<file path="config.mk">
export PLATFORM = sky130hd
export DESIGN_NAME = btn_debounce_multi
export DESIGN_NICKNAME = d
export VERILOG_FILES = /design/src/rtl/btn_pkg.sv /design/src/rtl/debounce_ch.sv /design/src/rtl/btn_debounce_multi.sv
export SDC_FILE = /design/constraint.sdc
export NUM_CORES = 1
export LEC_CHECK = 0
export BUFFER_PORTS_ARGS = -buffer_cell sky130_fd_sc_hd__buf_2
export CELL_PAD_IN_SITES_DETAIL_PLACEMENT = 1
export CELL_PAD_IN_SITES_GLOBAL_PLACEMENT = 1
export CORE_UTILIZATION = 48
export CTS_BUF_LIST = sky130_fd_sc_hd__clkbuf_16
export CTS_CLUSTER_DIAMETER = 40
export DETAILED_ROUTE_END_ITERATION = 8
export PLACE_DENSITY_LB_ADDON = 0.1
export SKIP_CTS_REPAIR_TIMING = 1
export SLEW_MARGIN = 20
export SYNTH_ARGS = -nofsm -noshare
export SYNTH_HDL_FRONTEND = slang
export SYNTH_SLANG_ARGS = --single-unit
</file>
<file path="constraint.sdc">
create_clock -name clk -period 2.42 [get_ports clk]
set_input_delay 0.242 -clock clk [delete_from_list [all_inputs] [get_ports clk]]
set_output_delay 0.242 -clock clk [all_outputs]
set_load 0.005 [all_outputs]
</file>
<file path="src/rtl/btn_pkg.sv">
// rtl/btn_pkg.sv - shared idle-level helper and repeat-FSM encoding for btn_debounce_multi
package btn_pkg;

   typedef enum logic [1:0] {
      R_IDLE = 2'd0,
      R_DLY  = 2'd1,
      R_PER  = 2'd2
   } rpt_state_t;

   // Idle pin level equals ACTIVE_LOW: an active-low button idles high.
   function automatic logic idle_lvl(input int active_low);
      return (active_low != 0);
   endfunction

   function automatic int max_int(input int a, input int b);
      return (a > b) ? a : b;
   endfunction

endpackage

</file>
<file path="src/rtl/debounce_ch.sv">
// rtl/debounce_ch.sv - one button channel: 2-FF sync, stability counter, press/release strobes
// Optional auto-repeat FSM when BTN_REPEAT_EN is defined.
module debounce_ch
   import btn_pkg::*;
#(
   parameter int DEB_CYC    = 800000,
   parameter int CNT_W      = 20,
   parameter int ACTIVE_LOW = 1,
   parameter int RPT_DLY    = 25000000,
   parameter int RPT_PER    = 5000000
) (
   input  logic clk,
   input  logic rst_n,
   input  logic i_btn,
   output logic o_level,
   output logic o_pressed,
   output logic o_press,
   output logic o_release,
   output logic o_repeat
);

   localparam logic IDLE = idle_lvl(ACTIVE_LOW);

   if ((DEB_CYC < 1) || (RPT_DLY < 1) || (RPT_PER < 1) ||
       ((64'd1 << CNT_W) <= 64'(DEB_CYC))) begin : g_bad_cfg
      $error("debounce_ch: invalid parameter set");
   end

   logic             r_sync1;
   logic             r_sync2;
   logic             r_stable;
   logic             r_pressed;
   logic             r_press;
   logic             r_release;
   logic [CNT_W-1:0] r_cnt;
   logic             w_accept;

   assign w_accept = (r_cnt == CNT_W'(DEB_CYC - 1));

   always_ff @(posedge clk or negedge rst_n) begin
      if (!rst_n) begin
         r_sync1   <= IDLE;
         r_sync2   <= IDLE;
         r_stable  <= IDLE;
         r_pressed <= 1'b0;
         r_press   <= 1'b0;
         r_release <= 1'b0;
         r_cnt     <= '0;
      end else begin
         r_sync1   <= i_btn;
         r_sync2   <= r_sync1;
         r_press   <= 1'b0;
         r_release <= 1'b0;
         if (r_sync2 == r_stable) begin
            r_cnt <= '0;
         end else if (w_accept) begin
            // Strobes are registered alongside the level so all three change together.
            r_cnt     <= '0;
            r_stable  <= r_sync2;
            r_pressed <= r_sync2 ^ IDLE;
            r_press   <= r_sync2 ^ IDLE;
            r_release <= ~(r_sync2 ^ IDLE);
         end else begin
            r_cnt <= r_cnt + 1'b1;
         end
      end
   end

   assign o_level   = r_stable;
   assign o_pressed = r_pressed;
   assign o_press   = r_press;
   assign o_release = r_release;

`ifdef BTN_REPEAT_EN
   localparam int CNT_R = $clog2(max_int(RPT_DLY, RPT_PER) + 1);

   rpt_state_t       r_rstate;
   rpt_state_t       w_rstate_nxt;
   logic [CNT_R-1:0] r_rcnt;
   logic [CNT_R-1:0] w_rcnt_nxt;
   logic             w_repeat;

   always_ff @(posedge clk or negedge rst_n) begin
      if (!rst_n) begin
         r_rstate <= R_IDLE;
         r_rcnt   <= '0;
      end else begin
         r_rstate <= w_rstate_nxt;
         r_rcnt   <= w_rcnt_nxt;
      end
   end

   always_comb begin
      w_rstate_nxt = r_rstate;
      w_rcnt_nxt   = r_rcnt;
      w_repeat     = 1'b0;
      if (r_release) begin
         w_rstate_nxt = R_IDLE;
         w_rcnt_nxt   = '0;
      end else begin
         case (r_rstate)
            R_IDLE: begin
               if (r_press) begin
                  w_rstate_nxt = R_DLY;
                  w_rcnt_nxt   = '0;
               end
            end
            R_DLY: begin
               if (r_rcnt == CNT_R'(RPT_DLY - 1)) begin
                  w_repeat     = 1'b1;
                  w_rstate_nxt = R_PER;
                  w_rcnt_nxt   = '0;
               end else begin
                  w_rcnt_nxt = r_rcnt + 1'b1;
               end
            end
            R_PER: begin
               if (r_rcnt == CNT_R'(RPT_PER - 1)) begin
                  w_repeat   = 1'b1;
                  w_rcnt_nxt = '0;
               end else begin
                  w_rcnt_nxt = r_rcnt + 1'b1;
               end
            end
            default: begin
               w_rstate_nxt = R_IDLE;
               w_rcnt_nxt   = '0;
            end
         endcase
      end
   end

   assign o_repeat = w_repeat;
`else
   assign o_repeat = 1'b0;
`endif

endmodule

</file>
<file path="src/rtl/btn_debounce_multi.sv">
// rtl/btn_debounce_multi.sv - N-channel button conditioner top; auto-repeat under BTN_REPEAT_EN
module btn_debounce_multi #(
   parameter int N_CH       = 4,
   parameter int DEB_CYC    = 800000,
   parameter int CNT_W      = 20,
   parameter int ACTIVE_LOW = 1,
   parameter int RPT_DLY    = 25000000,
   parameter int RPT_PER    = 5000000
) (
   input  logic            clk,
   input  logic            rst_n,
   input  logic [N_CH-1:0] btn_in,
   output logic [N_CH-1:0] btn_level,
   output logic [N_CH-1:0] btn_pressed,
   output logic [N_CH-1:0] press_pulse,
   output logic [N_CH-1:0] release_pulse,
   output logic [N_CH-1:0] repeat_pulse
);

   for (genvar g = 0; g < N_CH; g++) begin : g_ch
      debounce_ch #(
         .DEB_CYC    (DEB_CYC),
         .CNT_W      (CNT_W),
         .ACTIVE_LOW (ACTIVE_LOW),
         .RPT_DLY    (RPT_DLY),
         .RPT_PER    (RPT_PER)
      ) u_ch (
         .clk       (clk),
         .rst_n     (rst_n),
         .i_btn     (btn_in[g]),
         .o_level   (btn_level[g]),
         .o_pressed (btn_pressed[g]),
         .o_press   (press_pulse[g]),
         .o_release (release_pulse[g]),
         .o_repeat  (repeat_pulse[g])
      );
   end

endmodule

</file>
==> summary.txt, run 1 <==
final critical path time including I/O delays and setup -> 2.19 ns
critical path required time -> 2.61 ns
routing layer with the top usage in global route -> met2
unique cell type count in the Yosys netlist -> 44
Reg2Reg Launch Point -> g_ch[2].u_ch.r_cnt[1]$_DFF_PN0_
worst-skew pair later-pin latency -> 0.34 ns
post-route setup slack -> 0.231 ns
area overhead of the layout relative to synthesis -> 10.2%
post-detailed-route wirelength per cell -> 16.1 um
Synth area leaders -> dfrtp_1 (45%), dfstp_2 (6.2%), xnor2_1 (5.5%), nor2_1 (4.8%), xor2_1 (4.0%)
Core Footprint -> 10300 um2
router iterations before antenna repair -> 4
class of the most critical hold timing path -> flip-flop to flip-flop
share of the cycle needed by the critical path after routing -> 90.5%
total wire length after detailed routing -> 10600 um
cell accounting for the most synthesized area -> dfrtp_1
sequential element share of the synthesized area -> 51.6%
dominant cell by count in the synthesized netlist -> dfrtp_1
clock transition at the register clock pins on the worst setup and hold paths after CTS -> 0.07 ns
gate count after technology mapping -> 503
power per standard cell area -> 618 nW/um2
number of max-slew violations in the final report -> 0
final net count -> 528
IR Drop Worst-Case VDD -> 0.413 mV
type of the setup path with the least slack -> flip-flop to flip-flop
leakage -> 2.27 nW
remaining antenna violation count -> 0
top-level I/O count -> 26
Register-to-Register Setup Slack -> 0.23 ns
area enclosed by the die boundary -> 11000 um2
pre-CTS WS -> 0.229 ns
CTS tree -> built
DRC Markers -> 0
kind of start point of the critical path -> flip-flop
share of synthesized registers carrying an async set or reset -> 100%
die outline height -> 105 um
cell with the largest stage delay on the worst path -> or4_1
global routing usage on met2 -> 36.7%
total number of placement rows -> 37
reg-to-reg critical path endpoint -> g_ch[2].u_ch.r_cnt[17]$_DFF_PN0_
total negative setup slack -> 0 ns
fraction of final layout cells sized beyond drive strength 1 -> 14.5%
Antenna diodes -> 0
root buf cell -> clkbuf_16
most frequently used flop master after synthesis -> dfrtp_1
top cell type's share of synthesized area -> 45.4%
RSZ-0062 raised after global routing -> no
Synth Cell Area -> 5080 um2
count of endpoints failing setup in the final report -> 0
number of vias in the routed layout -> 3683
critical hold path startpoint -> g_ch[0].u_ch.r_sync1$_DFF_PN1_
outcome -> complete, no violations
count of H-tree levels built during CTS -> 3
grt met3 use -> 4.43%
Design Power -> 0.00346 W
initial cell density of the core -> 49.4%
crit path DAT -> 2.38 ns
met1 global-route usage -> 26.1%
total congestion overflow after global routing -> 0
worst relative slew slack -> 60.8%
Critical Path Sink Type -> flip-flop
maximum number of pins on one net before global-route repair -> 46
Longest Clk Path Bufs -> 2
final count of hold timing violations -> 0
number of clock buffers inserted by TritonCTS -> 9
number of warnings printed during yosys synthesis -> 0
global-route wire length before repair -> 18600 um
number of enable-type register cells in the synthesized netlist -> 0
final setup skew -> 0.00833 ns
cells traversed along the worst timing path -> ha_1 -> nand3_1 -> or4_1 -> o21ai_4 -> a21oi_1
number of antenna violations at the first check in global routing -> 0
number of global-route vias before repair -> 3939
overall global routing resource usage -> 20.9%
longest individual stage delay on the worst path -> 0.64 ns
top cell types by occurrence after synthesis -> dfrtp_1 (92), nor2_1 (65), xnor2_1 (32)
hold endpoint -> g_ch[0].u_ch.r_sync2$_DFF_PN1_
number of storage elements in the synthesis netlist -> 104
slew at the pin with the worst max-slew slack -> 0.588 ns
via count normalized by instance count -> 5.59
cell depth of the worst min-delay path -> 0
die outline width -> 105 um
worst-path maximum fanout -> 18
half-perimeter wire length after detailed placement -> 7370 um
sink count of the clock tree -> 104
Syn Area/Cell -> 10.1 um2
Max-Cap Viols -> 0
f_max -> 457 MHz
count of cells along the worst register-to-register path -> 5
routability-driven placement congestion ratio -> 0.751
number of buffer cells added on primary ports -> 21
starting DRC count in detailed routing -> 134
==> placed cells by master (no fill, tap or decap), types with 5 or more instances in the layout <==
cell,count
a21oi_1,21
and3_1,7
buf_2,20
buf_4,8
clkbuf_16,9
dfrtp_1,92
dfstp_2,12
dlygate4sd3_1,5
inv_1,21
nand2_1,25
nand3_1,27
nand4_1,17
nor2_1,65
nor3_1,15
nor4_1,10
o21ai_0,15
o31ai_1,14
or3_1,18
or4_1,14
xnor2_1,32
xor2_1,23
==> how the worst max path moves through the flow <==
| stage | start | to |
|---|---|---|
| 6_report | g_ch[2].u_ch.r_cnt[1]$_DFF_PN0_ | g_ch[2].u_ch.r_cnt[17]$_DFF_PN0_ |
| 5_1_grt | g_ch[2].u_ch.r_cnt[1]$_DFF_PN0_ | g_ch[2].u_ch.r_cnt[17]$_DFF_PN0_ |
| 4_1_cts | g_ch[0].u_ch.r_cnt[0]$_DFF_PN0_ | g_ch[0].u_ch.o_level$_DFFE_PN1P_ |
| 3_5_place_dp | g_ch[0].u_ch.r_cnt[0]$_DFF_PN0_ | g_ch[0].u_ch.o_level$_DFFE_PN1P_ |
| 3_3_place_gp | g_ch[0].u_ch.r_cnt[0]$_DFF_PN0_ | g_ch[0].u_ch.o_level$_DFFE_PN1P_ |
| 2_1_floorplan | g_ch[0].u_ch.r_cnt[0]$_DFF_PN0_ | g_ch[0].u_ch.r_cnt[10]$_DFF_PN0_ |
==> routing by layer <==
layer  up-vias  share of wire, %
met5         -                 0
met4         0               1.1
met3         6               1.8
met2        33                50
met1      1860                47
li1       1784                 -
==> cell type report <==
| type | count | area (um2) |
|---|---|---|
| Tap cell | 136 | 170 |
| Fill cell | 1168 | 4680 |
| Inverter | 20 | 75.1 |
| Sequential cell | 104 | 2620 |
| Clock inverter | 7 | 93.8 |
| Clock buffer | 9 | 225 |
| Timing Repair Buffer | 34 | 230 |
| Multi-Input combinational cell | 349 | 2180 |
==> flip-flops by register name (all words and copies together), names as in the netlist <==
signal,flops
g_ch.u_ch.o_press,4
g_ch.u_ch.o_level,4
g_ch.u_ch.r_cnt,80
g_ch.u_ch.r_sync1,4
g_ch.u_ch.r_sync2,4
g_ch.u_ch.o_pressed,4
g_ch.u_ch.o_release,4
==> through the flow <==
step / hold slack, ns / util, % / std cells / area, um2
2_1_floorplan: -0.0536 / - / 506 / 5090
3_3_place_gp: 0.278 / 50.8 / 638 / 5230
3_5_place_dp: 0.283 / 50.8 / 638 / 5230
4_1_cts: -0.0844 / 53.9 / 654 / 5540
5_1_grt: 0.360 / 54.4 / 659 / 5590
6_report: 0.358 / 54.4 / 659 / 5590
==> where the power goes <==
part           switching, W  internal [W]
clock network      0.000644      0.000909
registers         0.0000240       0.00177
logic             0.0000790     0.0000375
==> critical path, delay by kind of cell (launching register included) <==
family          cells  cell delay (ns)
fa+ha+maj           1             0.24
simple gates        2             0.83
flops               1             0.39
compound gates      2             0.58
==> kinds of logic (layout without fill, tap and decap cells) <==
family,after synthesis,after routing,share of synthesized area [%]
AND/OR/NAND/NOR,223,223,23.9
flip-flops,104,104,51.6
AO/OA/AOI/OAI,61,61,7.86
XOR/XNOR,55,55,9.49
buffers and inverters,53,70,5.67
adder cells (fa/ha/maj),4,4,0.986
multiplexers,2,2,0.444
other,1,4,0.0739
(Power assumes the default switching activity.)
==> inputs of run 2 (changes only) <==
Clock period 2.42 ns to 2.5 ns, I/O delays scaled along.
==> run 2 against run 1 <==
  * First-iteration DRC count is 15% higher
  * Core utilization is 0.90 points lower
  * Global-route usage is 0.75 points higher
  * Die area stayed put
  * Sequential cell count stayed put
==> summary.txt, run 2 (same netlist as run 1, synthesis figures left out) <==
slew at the pin with the worst max-slew slack -> 0.649 ns
total wire length after detailed routing -> 10600 um
area enclosed by the die boundary -> 11000 um2
number of buffer cells added on primary ports -> 21
overall global routing resource usage -> 21.7%
worst-path maximum fanout -> 8
Antenna diodes -> 0
DRC Markers -> 0
die outline width -> 105 um
final critical path time including I/O delays and setup -> 2.19 ns
share of the cycle needed by the critical path after routing -> 87.6%
half-perimeter wire length after detailed placement -> 7000 um
leakage -> 2.23 nW
final count of hold timing violations -> 0
router iterations before antenna repair -> 4
global-route wire length before repair -> 19000 um
area overhead of the layout relative to synthesis -> 8.38%
routability-driven placement congestion ratio -> 0.756
count of endpoints failing setup in the final report -> 0
RSZ-0062 raised after global routing -> no
total congestion overflow after global routing -> 0
cell count after placement -> 634
class of the most critical hold timing path -> flip-flop to flip-flop
final std cells w/o fill -> 655
type of the setup path with the least slack -> flip-flop to flip-flop
count of H-tree levels built during CTS -> 3
leading cell type in the layout, fill and taps excluded -> dfrtp_1
final net count -> 524
CTS tree -> built
Longest Clk Path Bufs -> 2
total number of placement rows -> 37
Core Footprint -> 10300 um2
maximum number of pins on one net before global-route repair -> 60
worst relative slew slack -> 56.8%
register name with the most flops -> g_ch.u_ch.r_cnt
starting DRC count in detailed routing -> 154
final setup skew -> 0.00622 ns
number of clock buffers inserted by TritonCTS -> 9
number of global-route vias before repair -> 3915
worst-skew pair later-pin latency -> 0.35 ns
fraction of final layout cells sized beyond drive strength 1 -> 13.1%
switching power of the nets -> 0.000713 W
Max-Cap Viols -> 0
flip-flop count of the largest register after layout -> 80
die outline height -> 105 um
number of max-slew violations in the final report -> 0
number of vias in the routed layout -> 3618
clock transition at the register clock pins on the worst setup and hold paths after CTS -> 0.06 ns
kind of start point of the critical path -> flip-flop
f_max -> 456 MHz
most used cells in the layout excluding fill and tap cells -> dfrtp_1 (92), nor2_1 (65), xnor2_1 (32)
sequential group share of total power -> 55.7%
initial cell density of the core -> 49.4%
top-level I/O count -> 26
root buf cell -> clkbuf_16
proportion of power drawn by the clock network -> 40.8%
switching power as a share of total power -> 22.9%
power per standard cell area -> 566 nW/um2
number of antenna violations at the first check in global routing -> 0
Comb power frac -> 3.5%
sink count of the clock tree -> 104
design internal power -> 0.00240 W
outcome -> complete, no violations
IR Drop Worst-Case VDD -> 0.428 mV
Critical Path Sink Type -> flip-flop
total negative setup slack -> 0 ns
critical path required time -> 2.78 ns
via count normalized by instance count -> 5.52
Design Power -> 0.00311 W
remaining antenna violation count -> 0
post-detailed-route wirelength per cell -> 16.2 um
crit path DAT -> 2.47 ns
[run 2: cell count changes in the layout (fill, tap and decap cells not counted)]
cell	previous run	this run
buf_4	8	4
clkinv_1	0	3
bufinv_16	2	0
inv_6	2	0
inv_1	21	22
[run 2: worst max-delay path, stage by stage (launching register included)]
cell and delay [ns]:
dfrtp_1 0.45, ha_1 0.27, nand4_1 0.20, or2_2 0.44, or3_1 0.46, mux2_2 0.30
[run 2: layout make-up]
class | count | area [um2]
inverter | 20 | 75.1
timing repair buffer | 30 | 200
tap | 136 | 170
multi-input combinational | 349 | 2180
clock buffer | 9 | 225
clock inverter | 7 | 31.3
fill | 1176 | 4780
sequential | 104 | 2620
[run 2: per-stage QoR]
stage	instance area (um2)	hold slack, ns	utilization (%)	worst slack (ns)
floorplan	5090	-0.0456	-	0.504
global placement	5190	0.299	50.5	0.351
detailed placement	5190	0.311	50.5	0.342
CTS	5450	-0.0713	53.0	0.315
global route	5500	0.356	53.5	0.123
finish	5500	0.356	53.5	0.309
[run 2: path summary, 6_finish.rpt]
| path | from | endpoint | slack, ns | cells after the start |
|---|---|---|---|---|
| worst max register to register | g_ch[0].u_ch.r_cnt[0]$_DFF_PN0_ | g_ch[0].u_ch.o_level$_DFFE_PN1P_ | 0.31 | 5 |
| worst min register to register | g_ch[0].u_ch.r_sync1$_DFF_PN1_ | g_ch[0].u_ch.r_sync2$_DFF_PN1_ | 0.36 | 0 |
| max in group asynchronous | rst_n | g_ch[3].u_ch.r_sync1$_DFF_PN1_ | 1.26 | 3 |
| worst max-delay path | g_ch[0].u_ch.r_cnt[0]$_DFF_PN0_ | g_ch[0].u_ch.o_level$_DFFE_PN1P_ | 0.31 | 5 |
| worst min-delay path | g_ch[0].u_ch.r_sync1$_DFF_PN1_ | g_ch[0].u_ch.r_sync2$_DFF_PN1_ | 0.36 | 0 |
| min in group asynchronous | rst_n | g_ch[2].u_ch.o_pressed$_DFFE_PN0P_ | 0.45 | 2 |
[run 2: routing by layer]
layer / GRT usage, % / vias up / part of all wire (%)
li1: - / 1770 / -
met1: 27.5 / 1807 / 46
met2: 36.9 / 29 / 50
met3: 5.43 / 12 / 2.3
met4: 5.94 / 0 / 1.2
met5: 0 / - / 0
[run 2: power by group through the flow]
stage | combinational (W) | sequential, W | clock [W]
detailed placement | 0.000107 | 0.00176 | 0
global placement | 0.000105 | 0.00176 | 0
floorplan | 0.0000544 | 0.00176 | 0
CTS | 0.000108 | 0.00173 | 0.00131
finish | 0.000110 | 0.00173 | 0.00127
global route | 0.000130 | 0.00174 | 0.00136
==> inputs of run 3 (changes only) <==
Settings changed: MAX_ROUTING_LAYER set to met4, REMOVE_ABC_BUFFERS set to 1, SYNTH_HIERARCHICAL set to 1.
==> run 3 against run 2 <==
  * Register-to-register slack better by 0.13 ns
  * Final cell count is 4.4% higher
  * Worst hold slack improved by 0.0019 ns
  * Via count up 7.8%
==> summary.txt, run 3 <==
outcome -> complete, no violations
overall global routing resource usage -> 24.2%
final net count -> 553
worst relative slew slack -> 65.4%
final setup skew -> 0.00818 ns
share of the cycle needed by the critical path after routing -> 82.6%
maximum number of pins on one net before global-route repair -> 55
Max-Cap Viols -> 0
f_max -> 484 MHz
router iterations before antenna repair -> 4
half-perimeter wire length after detailed placement -> 8380 um
gate count after technology mapping -> 512
type of the setup path with the least slack -> flip-flop to flip-flop
number of clock buffers inserted by TritonCTS -> 9
worst-path maximum fanout -> 6
total congestion overflow after global routing -> 0
count of endpoints failing setup in the final report -> 0
area overhead of the layout relative to synthesis -> 11.3%
final std cells w/o fill -> 684
number of max-slew violations in the final report -> 0
Longest Clk Path Bufs -> 2
final critical path time including I/O delays and setup -> 2.06 ns
leading cell type in the layout, fill and taps excluded -> dfrtp_1
worst hold margin -> 0.357 ns
via count normalized by instance count -> 5.70
remaining antenna violation count -> 0
root buf cell -> clkbuf_16
longest individual stage delay on the worst path -> 0.43 ns
cell with the largest stage delay on the worst path -> dfrtp_1
sequential element share of the synthesized area -> 50.8%
most used cells in the layout excluding fill and tap cells -> dfrtp_1 (92), nor2_1 (80), xnor2_1 (48)
kind of start point of the critical path -> flip-flop
top-level I/O count -> 26
number of vias in the routed layout -> 3902
top cell types by occurrence after synthesis -> dfrtp_1 (92), nor2_1 (80), xnor2_1 (48)
Antenna diodes -> 0
RSZ-0062 raised after global routing -> no
CTS tree -> built
die outline width -> 106 um
number of enable-type register cells in the synthesized netlist -> 0
count of H-tree levels built during CTS -> 3
WP buf/inv -> 0
total number of placement rows -> 37
share of synthesized registers carrying an async set or reset -> 100%
number of global-route vias before repair -> 4127
final count of hold timing violations -> 0
total negative setup slack -> 0 ns
top cell type's share of synthesized area -> 44.7%
worst-skew pair later-pin latency -> 0.35 ns
Design Power -> 0.00324 W
leakage -> 2.36 nW
slew at the pin with the worst max-slew slack -> 0.516 ns
fraction of final layout cells sized beyond drive strength 1 -> 12.4%
dominant cell by count in the synthesized netlist -> dfrtp_1
Synth Cell Area -> 5150 um2
power per standard cell area -> 565 nW/um2
number of warnings printed during yosys synthesis -> 6
cells traversed along the worst timing path -> ha_1 -> nand4_2 -> or2_1 -> or3_4 -> o311ai_1
number of storage elements in the synthesis netlist -> 104
DRC Markers -> 0
Syn Area/Cell -> 10.1 um2
die outline height -> 106 um
clock transition at the register clock pins on the worst setup and hold paths after CTS -> 0.07 ns
routability-driven placement congestion ratio -> 0.874
sink count of the clock tree -> 104
global-route wire length before repair -> 20500 um
Synth area leaders -> dfrtp_1 (45%), xnor2_1 (8.2%), dfstp_2 (6.1%), nor2_1 (5.8%), nor3_1 (3.5%)
cell accounting for the most synthesized area -> dfrtp_1
unique cell type count in the Yosys netlist -> 36
family of cells with the greatest summed delay on the critical path -> simple AND/OR/NAND/NOR gates
Core Footprint -> 10400 um2
most frequently used flop master after synthesis -> dfrtp_1
IR Drop Worst-Case VDD -> 0.500 mV
area enclosed by the die boundary -> 11200 um2
initial cell density of the core -> 49.7%
register name with the most flops -> g_ch.u_ch/r_cnt
class of the most critical hold timing path -> input pin to asynchronous set/reset pin
number of antenna violations at the first check in global routing -> 0
cell count after placement -> 663
fill cell total of the finished layout -> 1176
starting DRC count in detailed routing -> 96
flip-flop count of the largest register after layout -> 80
total wire length after detailed routing -> 11800 um
number of buffer cells added on primary ports -> 21
crit path DAT -> 2.30 ns
Critical Path Sink Type -> flip-flop
post-detailed-route wirelength per cell -> 17.3 um
critical path required time -> 2.74 ns
## run 3: cell types whose count changed after synthesis, moves of 10 or more
cell and delta:
nor3_1 +21, buf_4 -18, or3_1 -18, a21oi_1 -17, xnor2_1 +16, nor2_1 +15
nor4b_1 +14, or4_1 -14, and2_1 +10, o31ai_1 -10
## run 3: final timing paths
kind                       cells past startpoint                             from  slack, ns                            endpoint
hold reg to reg                                0   g_ch[2].u_ch/r_sync1$_DFF_PN1_       0.36      g_ch[2].u_ch/r_sync2$_DFF_PN1_
max in group asynchronous                      3                            rst_n       1.42    g_ch[0].u_ch/o_level$_DFFE_PN1P_
hold / removal                                 2                            rst_n       0.36    g_ch[3].u_ch/r_cnt[19]$_DFF_PN0_
setup reg to reg                               5  g_ch[1].u_ch/r_cnt[0]$_DFF_PN0_       0.44  g_ch[1].u_ch/o_pressed$_DFFE_PN0P_
setup / recovery                               5  g_ch[1].u_ch/r_cnt[0]$_DFF_PN0_       0.44  g_ch[1].u_ch/o_pressed$_DFFE_PN0P_
min in group clk                               0   g_ch[2].u_ch/r_sync1$_DFF_PN1_       0.36      g_ch[2].u_ch/r_sync2$_DFF_PN1_
## run 3: layer usage
layer | up-vias | routed length [um] | track usage [%]
met3 | 15 | 306 | 5.88
met1 | 1993 | 5260 | 28.9
met4 | 0 | 159 | 6.55
met2 | 49 | 6090 | 41.2
met5 | - | 0 | -
li1 | 1845 | - | -
## run 3: cells by family (layout without fill, tap and decap cells)
| kind of cell | Yosys count | in the layout | synth area share, % |
|---|---|---|---|
| AOI/OAI and AO/OA | 44 | 44 | 6.12 |
| xor gates and xnor gates | 64 | 64 | 10.9 |
| adders and majority gates | 4 | 4 | 0.971 |
| buffers and inverters | 32 | 68 | 3.30 |
| DFF | 104 | 104 | 50.8 |
| other | 4 | 4 | 0.291 |
| and+or+nand+nor | 260 | 260 | 27.7 |
## run 3: cell type report
type                            instances  area, um2  area share [%]
Inverter                               20       75.1            1.31
Sequential cell                       104       2620            45.6
Clock inverter                          7       65.1            1.13
Clock buffer                            9        225            3.93
Tap cell                              136        170            2.97
Timing Repair Buffer                   32        215            3.75
Multi-Input combinational cell        376       2370            41.3
## run 3: where the power goes
part | internal [W] | leakage [nW] | switching, W
clock network | 0.000768 | 0.142 | 0.000620
registers | 0.00171 | 1.40 | 0.0000293
logic | 0.0000359 | 0.815 | 0.0000768
total | 0.00251 | 2.36 | 0.000727
## run 3: through the flow
stage               cell area (um2)  setup WS, ns  utilization [%]
detailed placement             5400         0.393             52.0
global placement               5400         0.531             52.0
floorplan                      5060         0.705                -
CTS                            5690         0.408             54.8
global route                   5740         0.277             55.3
finish                         5740         0.435             55.3
